`config.mk`:
```
export PLATFORM = sky130hd
export DESIGN_NAME = led_pattern_gen
export DESIGN_NICKNAME = d
export VERILOG_FILES = /design/src/rtl/led_pattern_gen.sv
export SDC_FILE = /design/constraint.sdc
export NUM_CORES = 1
export LEC_CHECK = 0
export BUFFER_PORTS_ARGS = -buffer_cell sky130_fd_sc_hd__buf_2
export CORE_ASPECT_RATIO = 2
export CORE_MARGIN = 3
export CORE_UTILIZATION = 47
export DETAILED_ROUTE_END_ITERATION = 16
export GPL_ROUTABILITY_DRIVEN = 0
export PLACE_DENSITY_LB_ADDON = 0.25
export SLEW_MARGIN = 30
export SYNTH_ARGS = -nofsm -noshare
export SYNTH_HDL_FRONTEND = slang
export SYNTH_SLANG_ARGS = --single-unit
```
`constraint.sdc`:
```
create_clock -name sys_clk -period 2.1 [get_ports sys_clk]
set_clock_uncertainty 0.1 [all_clocks]
set_input_delay 0.315 -clock sys_clk [delete_from_list [all_inputs] [get_ports sys_clk]]
set_output_delay 0.315 -clock sys_clk [all_outputs]
set_load 0.005 [all_outputs]
```
`src/rtl/led_pattern_gen.sv`:
```
// Multi-channel LED pattern generator: sync/alt blink, chase, bounce and PWM dim.
// Optional macro LED_PATTERN_ACTIVE_LOW_EN inverts the led port for active-low boards.
module led_pattern_gen #(
  parameter int LED_NUM  = 4,
  parameter int STEP_CYC = 10_000_000,
  parameter int DUTY     = 4
) (
  input  logic               sys_clk,
  input  logic               rst,
  input  logic               valid,
  input  logic [2:0]         mode,
  output logic [LED_NUM-1:0] led,
  output logic               step_pulse
);

  localparam int CW = $clog2(STEP_CYC);
  localparam logic [CW-1:0] CNT_LAST = CW'(STEP_CYC - 1);
  localparam logic [4:0]    DUTY_TH  = 5'(DUTY);

  localparam logic [2:0] MODE_OFF    = 3'd0;
  localparam logic [2:0] MODE_SYNC   = 3'd1;
  localparam logic [2:0] MODE_ALT    = 3'd2;
  localparam logic [2:0] MODE_CHASE  = 3'd3;
  localparam logic [2:0] MODE_BOUNCE = 3'd4;
  localparam logic [2:0] MODE_DIM    = 3'd5;

  localparam logic DIR_UP   = 1'b0;
  localparam logic DIR_DOWN = 1'b1;

  logic [CW-1:0]      cnt_q, cnt_d;
  logic [3:0]         pwm_cnt_q, pwm_cnt_d;
  logic [2:0]         mode_q, mode_d;
  logic               valid_q, valid_d;
  logic               dir_q, dir_d;
  logic [LED_NUM-1:0] pat_q, pat_d;
  logic               step_pulse_q, step_pulse_d;
  logic               restart;
  logic               tick;

  function automatic logic [LED_NUM-1:0] init_pat(input logic [2:0] m);
    logic [LED_NUM-1:0] p;
    p = '0;
    case (m)
      MODE_ALT: begin
        for (int i = 0; i < LED_NUM; i += 2) p[i] = 1'b1;
      end
      MODE_CHASE, MODE_BOUNCE: p[0] = 1'b1;
      default: p = '0;
    endcase
    return p;
  endfunction

  always_comb begin
    restart      = valid & (~valid_q | (mode != mode_q));
    tick         = valid & (cnt_q == CNT_LAST);
    mode_d       = mode;
    valid_d      = valid;
    cnt_d        = cnt_q;
    pwm_cnt_d    = pwm_cnt_q;
    dir_d        = dir_q;
    pat_d        = pat_q;
    step_pulse_d = 1'b0;

    if (!valid) begin
      cnt_d     = '0;
      pwm_cnt_d = '0;
      dir_d     = DIR_UP;
      pat_d     = '0;
    end else if (restart) begin
      // A new mode or a fresh enable discards any partial step.
      cnt_d     = '0;
      pwm_cnt_d = '0;
      dir_d     = DIR_UP;
      pat_d     = init_pat(mode);
    end else begin
      cnt_d     = tick ? '0 : cnt_q + 1'b1;
      pwm_cnt_d = pwm_cnt_q + 1'b1;
      case (mode)
        MODE_SYNC, MODE_ALT: begin
          if (tick) pat_d = ~pat_q;
          step_pulse_d = tick;
        end
        MODE_CHASE: begin
          if (tick) pat_d = (pat_q << 1) | (pat_q >> (LED_NUM - 1));
          step_pulse_d = tick;
        end
        MODE_BOUNCE: begin
          // Direction flips on arrival at an end so each end is lit for one step only.
          if (tick && LED_NUM > 1) begin
            if (dir_q == DIR_UP) begin
              pat_d = pat_q << 1;
              if (pat_d[LED_NUM-1]) dir_d = DIR_DOWN;
            end else begin
              pat_d = pat_q >> 1;
              if (pat_d[0]) dir_d = DIR_UP;
            end
          end
          step_pulse_d = tick;
        end
        MODE_DIM: begin
          pat_d        = ({1'b0, pwm_cnt_q} < DUTY_TH) ? '1 : '0;
          step_pulse_d = tick;
        end
        default: pat_d = '0;
      endcase
    end
  end

  always_ff @(posedge sys_clk) begin
    if (rst) begin
      cnt_q        <= '0;
      pwm_cnt_q    <= '0;
      mode_q       <= MODE_OFF;
      valid_q      <= 1'b0;
      dir_q        <= DIR_UP;
      pat_q        <= '0;
      step_pulse_q <= 1'b0;
    end else begin
      cnt_q        <= cnt_d;
      pwm_cnt_q    <= pwm_cnt_d;
      mode_q       <= mode_d;
      valid_q      <= valid_d;
      dir_q        <= dir_d;
      pat_q        <= pat_d;
      step_pulse_q <= step_pulse_d;
    end
  end

`ifdef LED_PATTERN_ACTIVE_LOW_EN
  assign led = ~pat_q;
`else
  assign led = pat_q;
`endif
  assign step_pulse = step_pulse_q;

endmodule

```
==> results of run 1 <==
[worst reg2reg max path, cell delays in order, from the launching register on]
cell and delay (ns):
dfxtp_1 0.37, ha_1 0.19, and3_1 0.28, nand4_2 0.17
or2_4 0.33, o21a_1 0.19, o21a_1 0.17
[worst paths after layout]
kind                     to  slack (ns)  cells after the start
hold / removal    mode_q[2]        0.11                      2
setup / recovery      dir_q        0.20                      6
setup reg to reg      dir_q        0.20                      6
hold reg to reg    cnt_q[0]        0.36                      1
[cells in the mapped netlist, types with 3 or more instances]
master,number
a21oi_1,4
a311o_1,3
and2_1,3
and3_1,4
and4_1,3
buf_2,4
dfxtp_1,38
inv_1,4
nand2_1,10
nand3_1,9
nand4_2,3
nor2_1,40
nor2b_1,4
nor3_1,10
nor4b_1,3
o21ai_0,3
xnor2_1,20
xor2_1,7
[logic make-up (layout without fill, tap and decap cells)]
family | after synthesis | in the layout | share of synthesized area [%]
AOI/OAI and AO/OA | 25 | 25 | 10.8
adders and majority gates | 2 | 2 | 1.35
xor gates and xnor gates | 28 | 28 | 13.6
and+or+nand+nor | 103 | 103 | 30.0
DFF | 38 | 38 | 40.9
buffers and inverters | 12 | 30 | 3.30
[metal layers]
layer | vias to the layer above | part of all wire (%) | wire [um]
met3 | 12 | 2.5 | 94
met1 | 698 | 39 | 1480
li1 | 757 | - | -
met2 | 24 | 56 | 2140
met4 | 0 | 3.1 | 119
met5 | - | 0 | 0
[power by group through the flow]
stage                     Combinational [mW]  Clock [mW]  Sequential (mW)
after detailed placement              0.0833           0            0.748
after global placement                0.0826           0            0.747
final                                 0.0836       0.772            0.731
after floorplan                       0.0573           0            0.747
after CTS                             0.0834       0.785            0.731
after global routing                  0.0930       0.822            0.731
[metrics by stage]
step                      utilization, %  instance area (sq um)  hold WS (ns)  instances
final                               57.4                   2140         0.110        275
after global routing                57.4                   2140         0.128        275
after CTS                           57.4                   2140        0.0993        275
after detailed placement            53.6                   2000         0.350        267
after floorplan                        -                   1860         0.287        208
after global placement              53.6                   2000         0.339        267
[registers in the layout, indices dropped and copies added, names as in the netlist]
| register | flops |
|---|---|
| cnt_q | 24 |
| dir_q | 1 |
| led | 4 |
| mode_q | 3 |
| pwm_cnt_q | 4 |
| step_pulse | 1 |
| valid_q | 1 |
[area by class of cell]
cell class	count	area, sq um	share of cell area [%]
repair buffers	18	123	5.73
multi-input cells	158	1040	48.4
well taps	49	61.3	2.87
clock buffers	6	82.6	3.86
clock inverters	2	60.1	2.81
flip-flops and latches	38	761	35.6
inverters	4	15.0	0.702
==> results.cfg, run 1 <==
[synth]
syn_area_sq_mm = 0.00186
synth.largest_area_cell = dfxtp_1
syn-mean-instance-area_sq_um = 8.93
synth_top_area_share_pct = 40.9
yosys_warnings = 0
ys_top_cells_by_area = dfxtp_1 41%, xnor2_1 9.4%, nor2_1 8.1%
async_flop_share_pct = 0
syn_inst = 208
synth-edff-count = 0
synthFlopType = dfxtp_1
synth_cell_types = 46
synth_seq_cells = 38
syn_nets = 216
yosysSeqAreaShare_pct = 40.9

[detailed_routing]
drt-initial-drc-count = 16
ant_nets = 0
drcViolationCount = 0
first_pass_iters = 4
wl_um = 3840
wire_per_inst_um = 13.9
viasPerCell = 5.42
vias = 1491

[floorplan]
pin_count = 11
die_h_um = 94.9
rows = 31
initial_core_util_pct = 49.9
core_area_sq_mm = 0.00372
die_area_sq_mm = 0.00479
die_w_um = 50.5

[worst_setup_path]
cp-start-kind = flop
path_buf_inv = 0
worstPathCellList = ha_1 > and3_1 > nand4_2 > or2_4 > o21a_1 > o21a_1
r2r_start = cnt_q[0]
cp_data_required_time_ns = 2.19
cp.arrival_ns = 1.99
criticalPathCategory = reg -> reg
worst_path_max_delay_cell = dfxtp_1
crit_path_frequent_cell = o21a_1
cp_max_fo = 6
crit_path_end_kind = flop
crit_family = simple AND/OR/NAND/NOR gates
cp_slowest_stage_delay_ns = 0.37
cp-startpoint = cnt_q[0]

[run_status]
status = finished, final reports clean

[layout]
layout_common_cells = 40 x nor2_1, 38 x dfxtp_1, 20 x xnor2_1
diodes = 0
drive_gt1_share_pct = 16.4
fin_nets = 233
final_common_cell = nor2_1
areaGrowthSynthToFinish_pct = 15.1
final.fill_count = 344

[clocking]
cts-resized-gates = 0
hold_buffers = 0
cts_buffers = 5
post_cts_buffers = 0
cts_max_level = 2
numClockSinks = 38
clk_path_buf_depth = 2
clkTransAtPathRegs_ns = 0.08
cts_tree = built
insertion_delay_ns = 0.29
root_buffer = clkbuf_8

[pwr]
p_leak_nw = 0.750
internal-power_mw = 1.27
clkPwrFrac_pct = 48.7
comb_power_share_pct = 5.3
power_frac_seq_pct = 46.1
power.total_mw = 1.59
switching_power_mw = 0.316
powerDensity_mw_per_mm2 = 742
ir_drop_mv = 0.518
switching_share_pct = 19.9

[sta]
period_minus_slack_ns = 1.90
worstMarginPinSlew_ns = 0.390
final_max_slew_viol_count = 0
setup_viol = 0
finalWorstSetupSlack_ns = 0.198
tns_ns = 0
hold_viol = 0
grt_setup_unrepaired = no
max-slew-margin-rel_pct = 73.8
min_period_over_period_pct = 90.6
max_freq_mhz = 526

[global_route]
grt_use_met3_pct = 3.63
gr-max-usage-layer = met2
gr-total-overflow = 0
grtUsageMet2_pct = 34.2
use_met1_pct = 18.2
grt_max_degree = 24
grt_first_pass_wirelength_um = 6740
grt_pass1_vias = 1532
grtUsageTotal_pct = 18.6
grt_antenna_before_repair = 0

[run]
maxCapViolations = 0

[hold_path]
worstHoldPathType = in -> reg
hold_path.startpoint = rst

[place]
io_buffers = 10
hpwl_um = 2810
dp_slack_ns = 0.213
(Power assumes the default switching activity.)
==> run 2: changes to the inputs <==
--- a/config.mk
+++ b/config.mk
@@ -5,10 +5,12 @@
 export SDC_FILE = /design/constraint.sdc
 export NUM_CORES = 1
 export LEC_CHECK = 0
+export ABC_AREA = 1
 export BUFFER_PORTS_ARGS = -buffer_cell sky130_fd_sc_hd__buf_2
 export CORE_ASPECT_RATIO = 2
 export CORE_MARGIN = 3
 export CORE_UTILIZATION = 47
+export CTS_BUF_LIST = sky130_fd_sc_hd__clkbuf_2
 export DETAILED_ROUTE_END_ITERATION = 16
 export GPL_ROUTABILITY_DRIVEN = 0
 export PLACE_DENSITY_LB_ADDON = 0.25
==> constraint.sdc (replaced) <==
create_clock -name sys_clk -period 2.4 [get_ports sys_clk]
set_clock_uncertainty 0.1 [all_clocks]
set_input_delay 0.36 -clock sys_clk [delete_from_list [all_inputs] [get_ports sys_clk]]
set_output_delay 0.36 -clock sys_clk [all_outputs]
set_load 0.005 [all_outputs]
==> run 2 against run 1 <==
Critical path depth increased by 2. Global-route usage rose by 3.3 points. Setup slack improved by 0.36 ns. Sequential share of layout area down 3.0 points. Critical path type unchanged. Critical endpoint is now cnt_q[10].
==> results.cfg, run 2 <==
[sta]
setup_viol = 0
final_max_slew_viol_count = 0
grt_setup_unrepaired = no
hold_viol = 0
max-slew-margin-rel_pct = 76.3
min_period_over_period_pct = 76.7
finalWorstSetupSlack_ns = 0.559
period_minus_slack_ns = 1.84
fin_hold_ws_ns = 0.0354
max_freq_mhz = 543
tns_ns = 0
worstMarginPinSlew_ns = 0.352

[floorplan]
pin_count = 11
die_h_um = 102
die_w_um = 53.8
core_area_sq_mm = 0.00438
die_area_sq_mm = 0.00546
initial_core_util_pct = 49.0
rows = 34

[worst_setup_path]
cp-start-kind = flop
cp_data_required_time_ns = 2.60
criticalPathCategory = reg -> reg
cp.arrival_ns = 2.04
cp_max_fo = 24
crit_path_end_kind = flop

[global_route]
grt_pass1_vias = 2022
grt_first_pass_wirelength_um = 8630
grtUsageTotal_pct = 21.9
gr-total-overflow = 0
grt_antenna_before_repair = 0
grt_max_degree = 25

[synth]
synth_top_area_share_pct = 35.4
ys_top_cells_by_area = dfxtp_1 35%, nand2_1 16%, nor2_1 12%
syn_nets = 343
syn-mean-instance-area_sq_um = 6.41
syn_inst = 335
synthFlopType = dfxtp_1
synth_cell_types = 24
synth.largest_area_cell = dfxtp_1
yosysSeqAreaShare_pct = 35.4
async_flop_share_pct = 0
syn_area_sq_mm = 0.00215
yosys_warnings = 0
synth_common_cells = 92 x nand2_1, 69 x nor2_1, 44 x inv_1
synthMostInstantiatedCell = nand2_1
synth_seq_cells = 38
synth-edff-count = 0

[pwr]
ir_drop_mv = 0.371
p_leak_nw = 0.876
powerDensity_mw_per_mm2 = 525

[layout]
areaGrowthSynthToFinish_pct = 8.68
final_core_util_pct = 53.3
largest_reg_flops = 24
diodes = 0
final_common_cell = nand2_1
fin_nets = 358
regMostFlops = cnt_q
layout_common_cells = 92 x nand2_1, 69 x nor2_1, 44 x inv_1
drive_gt1_share_pct = 10.3

[clocking]
cts-resized-gates = 0
clkTransAtPathRegs_ns = 0.20
post_cts_buffers = 0
clk_path_buf_depth = 2
insertion_delay_ns = 0.40
root_buffer = clkbuf_2
hold_buffers = 0
cts_tree = built
cts_buffers = 5
numClockSinks = 38
cts_max_level = 2

[detailed_routing]
drcViolationCount = 0
ant_nets = 0
first_pass_iters = 5
vias = 2126
wire_per_inst_um = 13.3
drt-initial-drc-count = 103
viasPerCell = 5.25
wl_um = 5380

[hold_path]
worstHoldPathType = in -> reg

[run_status]
status = finished, final reports clean

[place]
hpwl_um = 4240
io_buffers = 10
dp_slack_ns = 0.567

[run]
maxCapViolations = 0
[run 2: cell types whose count changed in the layout (fill, tap and decap cells not counted), sizes merged, moves of 4 or more]
cell   before  now
xnor2      21    3
buf        18   11
nor3       10    5
and3        4    0
nand2      11   93
nor2       41   70
nor2b       4    0
inv         4   47
nand4       5   12
nand3       9   26
a21oi       4   17
[run 2: report_power, final]
part | leakage (nW) | switching, mW | internal [mW]
logic | 0.517 | 0.0534 | 0.0259
clock network | 0.0506 | 0.224 | 0.277
registers | 0.308 | 0.00473 | 0.640
total | 0.876 | 0.282 | 0.944
[run 2: layout make-up]
| cell class | instances | area [sq um] |
|---|---|---|
| fillers | 440 | 2050 |
| multi-input cells | 247 | 1180 |
| flip-flops and latches | 38 | 761 |
| inverters | 47 | 176 |
| well taps | 54 | 67.6 |
| clock inverters | 3 | 63.8 |
| repair buffers | 11 | 57.6 |
| clock buffers | 5 | 25.0 |
[run 2: logic make-up (layout without fill, tap and decap cells)]
family | Yosys count | in the layout | share of synthesized area [%]
AND/OR/NAND/NOR | 212 | 212 | 42.7
buffers and inverters | 50 | 66 | 9.50
flip-flops | 38 | 38 | 35.4
AO/OA/AOI/OAI | 23 | 23 | 7.11
XOR/XNOR | 10 | 10 | 4.08
adder cells (fa/ha/maj) | 2 | 2 | 1.17
[run 2: final timing paths]
check | start | to | slack [ns] | cells after the start
worst min register to register | pwm_cnt_q[0] | pwm_cnt_q[0] | 0.36 | 1
worst min-delay path | rst | mode_q[1] | 0.04 | 2
worst max-delay path | cnt_q[0] | cnt_q[10] | 0.56 | 8
worst max register to register | cnt_q[0] | cnt_q[10] | 0.56 | 8
[run 2: metal layers]
layer  GRT usage (%)  wire length (um)  vias up
li1                -                 -     1080
met1            18.7              1830      941
met2            39.7              2960       75
met3            3.83               181       30
met4            19.3               401        0
met5               0                 0        -
[run 2: metrics by stage]
| step | cell area [sq um] | power, mW | cells |
|---|---|---|---|
| final | 2330 | 1.23 | 405 |
| after global placement | 2240 | 0.736 | 397 |
| after floorplan | 2150 | 0.715 | 335 |
| after detailed placement | 2240 | 0.737 | 397 |
| after global routing | 2330 | 1.27 | 405 |
| after CTS | 2330 | 1.24 | 405 |
[run 2: critical path, stage by stage (launching register included)]
cell	delay, ns
dfxtp_1	0.39
ha_1	0.21
nand2_1	0.12
nor2_4	0.21
nand2_1	0.08
nor2_1	0.10
nand2_1	0.13
nand3_4	0.30
nor2_1	0.09
==> run 3: changes to the inputs <==
==> constraint.sdc (replaced) <==
create_clock -name sys_clk -period 1.92 [get_ports sys_clk]
set_clock_uncertainty 0.1 [all_clocks]
set_input_delay 0.288 -clock sys_clk [delete_from_list [all_inputs] [get_ports sys_clk]]
set_output_delay 0.288 -clock sys_clk [all_outputs]
set_load 0.005 [all_outputs]
==> run 3 against run 2 <==
Non-clock buffer count grew 4. Die area unchanged. Sequential share of layout area fell by 0.68 points. Register-to-register slack got worse by 0.41 ns. Critical path type unchanged.
==> results.cfg, run 3 (synthesis gave the netlist of run 2 again) <==
[clocking]
clkTransAtPathRegs_ns = 0.21
numClockSinks = 38
cts_max_level = 2
cts_buffers = 5
root_buffer = clkbuf_2
cts_tree = built
clk_path_buf_depth = 2
post_cts_buffers = 0
insertion_delay_ns = 0.42

[run_status]
status = finished, final reports clean

[worst_setup_path]
worstPathCellList = ha_1 > nand2_1 > nor2_4 > nand2_1 > nor2_1 > nand2_1 > nand2_1 > o21ai_0 > a21oi_1
cp_data_required_time_ns = 2.17
r2r_start = cnt_q[0]
r2r_end = led[1]
cp-start-kind = flop
critical_path_depth = 9
crit_family = simple AND/OR/NAND/NOR gates
rrSetupSlack_ns = 0.15
criticalPathCategory = reg -> reg
cp.arrival_ns = 2.02
worst_path_max_delay_cell = dfxtp_1
crit_path_frequent_cell = nand2_1
path_buf_inv = 0
reg2regPathDepth = 9
cp_max_fo = 5
cp_slowest_stage_delay_ns = 0.39
crit_path_end_kind = flop

[floorplan]
core_area_sq_mm = 0.00438
rows = 34
die_w_um = 53.8
die_h_um = 102
pin_count = 11
die_area_sq_mm = 0.00546
initial_core_util_pct = 49.0

[hold_path]
min_to = mode_q[1]
worstHoldPathType = in -> reg
hold_path.startpoint = mode[1]
hold_path_depth = 3

[layout]
final_common_cell = nand2_1
areaGrowthSynthToFinish_pct = 11.0
drive_gt1_share_pct = 11.2
fin_nets = 363
final_core_util_pct = 54.4
layout_common_cells = 92 x nand2_1, 69 x nor2_1, 44 x inv_1
final.fill_count = 476
largest_reg_flops = 24
design_area_sq_mm = 0.00238
diodes = 0
regMostFlops = cnt_q

[pwr]
power.total_mw = 1.54
ir_drop_mv = 0.589
powerDensity_mw_per_mm2 = 645
p_leak_nw = 0.898

[detailed_routing]
wire_per_inst_um = 13.2
drt-initial-drc-count = 59
viasPerCell = 5.25
ant_nets = 0
first_pass_iters = 4
vias = 2153
drcViolationCount = 0
wl_um = 5430

[sta]
final_max_slew_viol_count = 0
hold_viol = 0
grt_setup_unrepaired = yes
max-slew-margin-rel_pct = 64.6
period_minus_slack_ns = 1.77
setup_viol = 0
min_period_over_period_pct = 92.4
max_freq_mhz = 564
worstMarginPinSlew_ns = 0.529

[global_route]
grtUsageTotal_pct = 21.9
grt_first_pass_wirelength_um = 8760
grt_max_degree = 25
grt_antenna_before_repair = 0
gr-total-overflow = 0
grt_pass1_vias = 2020

[place]
post_dp_cell_area_sq_mm = 0.00227
hpwl_um = 4190
io_buffers = 10

[run]
maxCapViolations = 0
[run 3: changes by cell type in the layout (fill, tap and decap cells not counted), sizes merged]
cell / delta
nand3: +1
dlygate4sd3: +1
buf: +3
[run 3: what timing repair did]
action                     CTS  global route
hold buffers                 1             0
setup endpoints to repair    0             2
resized for setup            0             1
hold endpoints to repair     3             0
[run 3: area by class of cell]
class | instances | area [sq um] | share of cell area (%)
Multi-Input combinational cell | 248 | 1200 | 50.3
Sequential cell | 38 | 761 | 31.9
Inverter | 47 | 176 | 7.40
Timing Repair Buffer | 15 | 90.1 | 3.78
Tap cell | 54 | 67.6 | 2.83
Clock inverter | 3 | 63.8 | 2.68
Clock buffer | 5 | 25.0 | 1.05
[run 3: power breakdown]
| part | leakage [nW] | total [mW] | switching (mW) | internal [mW] |
|---|---|---|---|---|
| clock | 0.0506 | 0.626 | 0.279 | 0.347 |
| sequential | 0.308 | 0.806 | 0.00596 | 0.800 |
| combinational | 0.540 | 0.105 | 0.0699 | 0.0346 |
| total | 0.898 | 1.54 | 0.355 | 1.18 |
[run 3: worst max-delay path by stage]
stage	from	to
6_report	cnt_q[0]	led[1]
5_1_grt	cnt_q[0]	led[2]
4_1_cts	cnt_q[0]	cnt_q[2]
3_3_place_gp	cnt_q[0]	cnt_q[9]
3_5_place_dp	cnt_q[0]	cnt_q[2]
2_1_floorplan	cnt_q[0]	cnt_q[15]
[run 3: tightest hold or removal path, cell delays in order]
cell and delay, ns:
buf_2 0.14, inv_2 0.09, nor2_1 0.04
[run 3: per-layer routing]
layer  global-route usage, %  routed length, um  vias to the layer above
met5                       0                  0                        -
met4                    15.9                372                        0
met3                    4.57                189                       30
met2                    40.0               2930                       64
met1                    19.6               1940                      964
li1                        -                  -                     1095
[run 3: per-stage QoR]
step | hold slack (ns) | setup TNS [ns] | std cells | setup WS, ns
final | 0.0462 | 0 | 410 | 0.146
after global routing | 0.0377 | -0.0197 | 410 | -0.0170
after CTS | 0.0595 | 0 | 409 | 0.109
after detailed placement | 0.339 | 0 | 400 | 0.152
after global placement | 0.327 | 0 | 400 | 0.199
after floorplan | 0.260 | 0 | 335 | 0.330
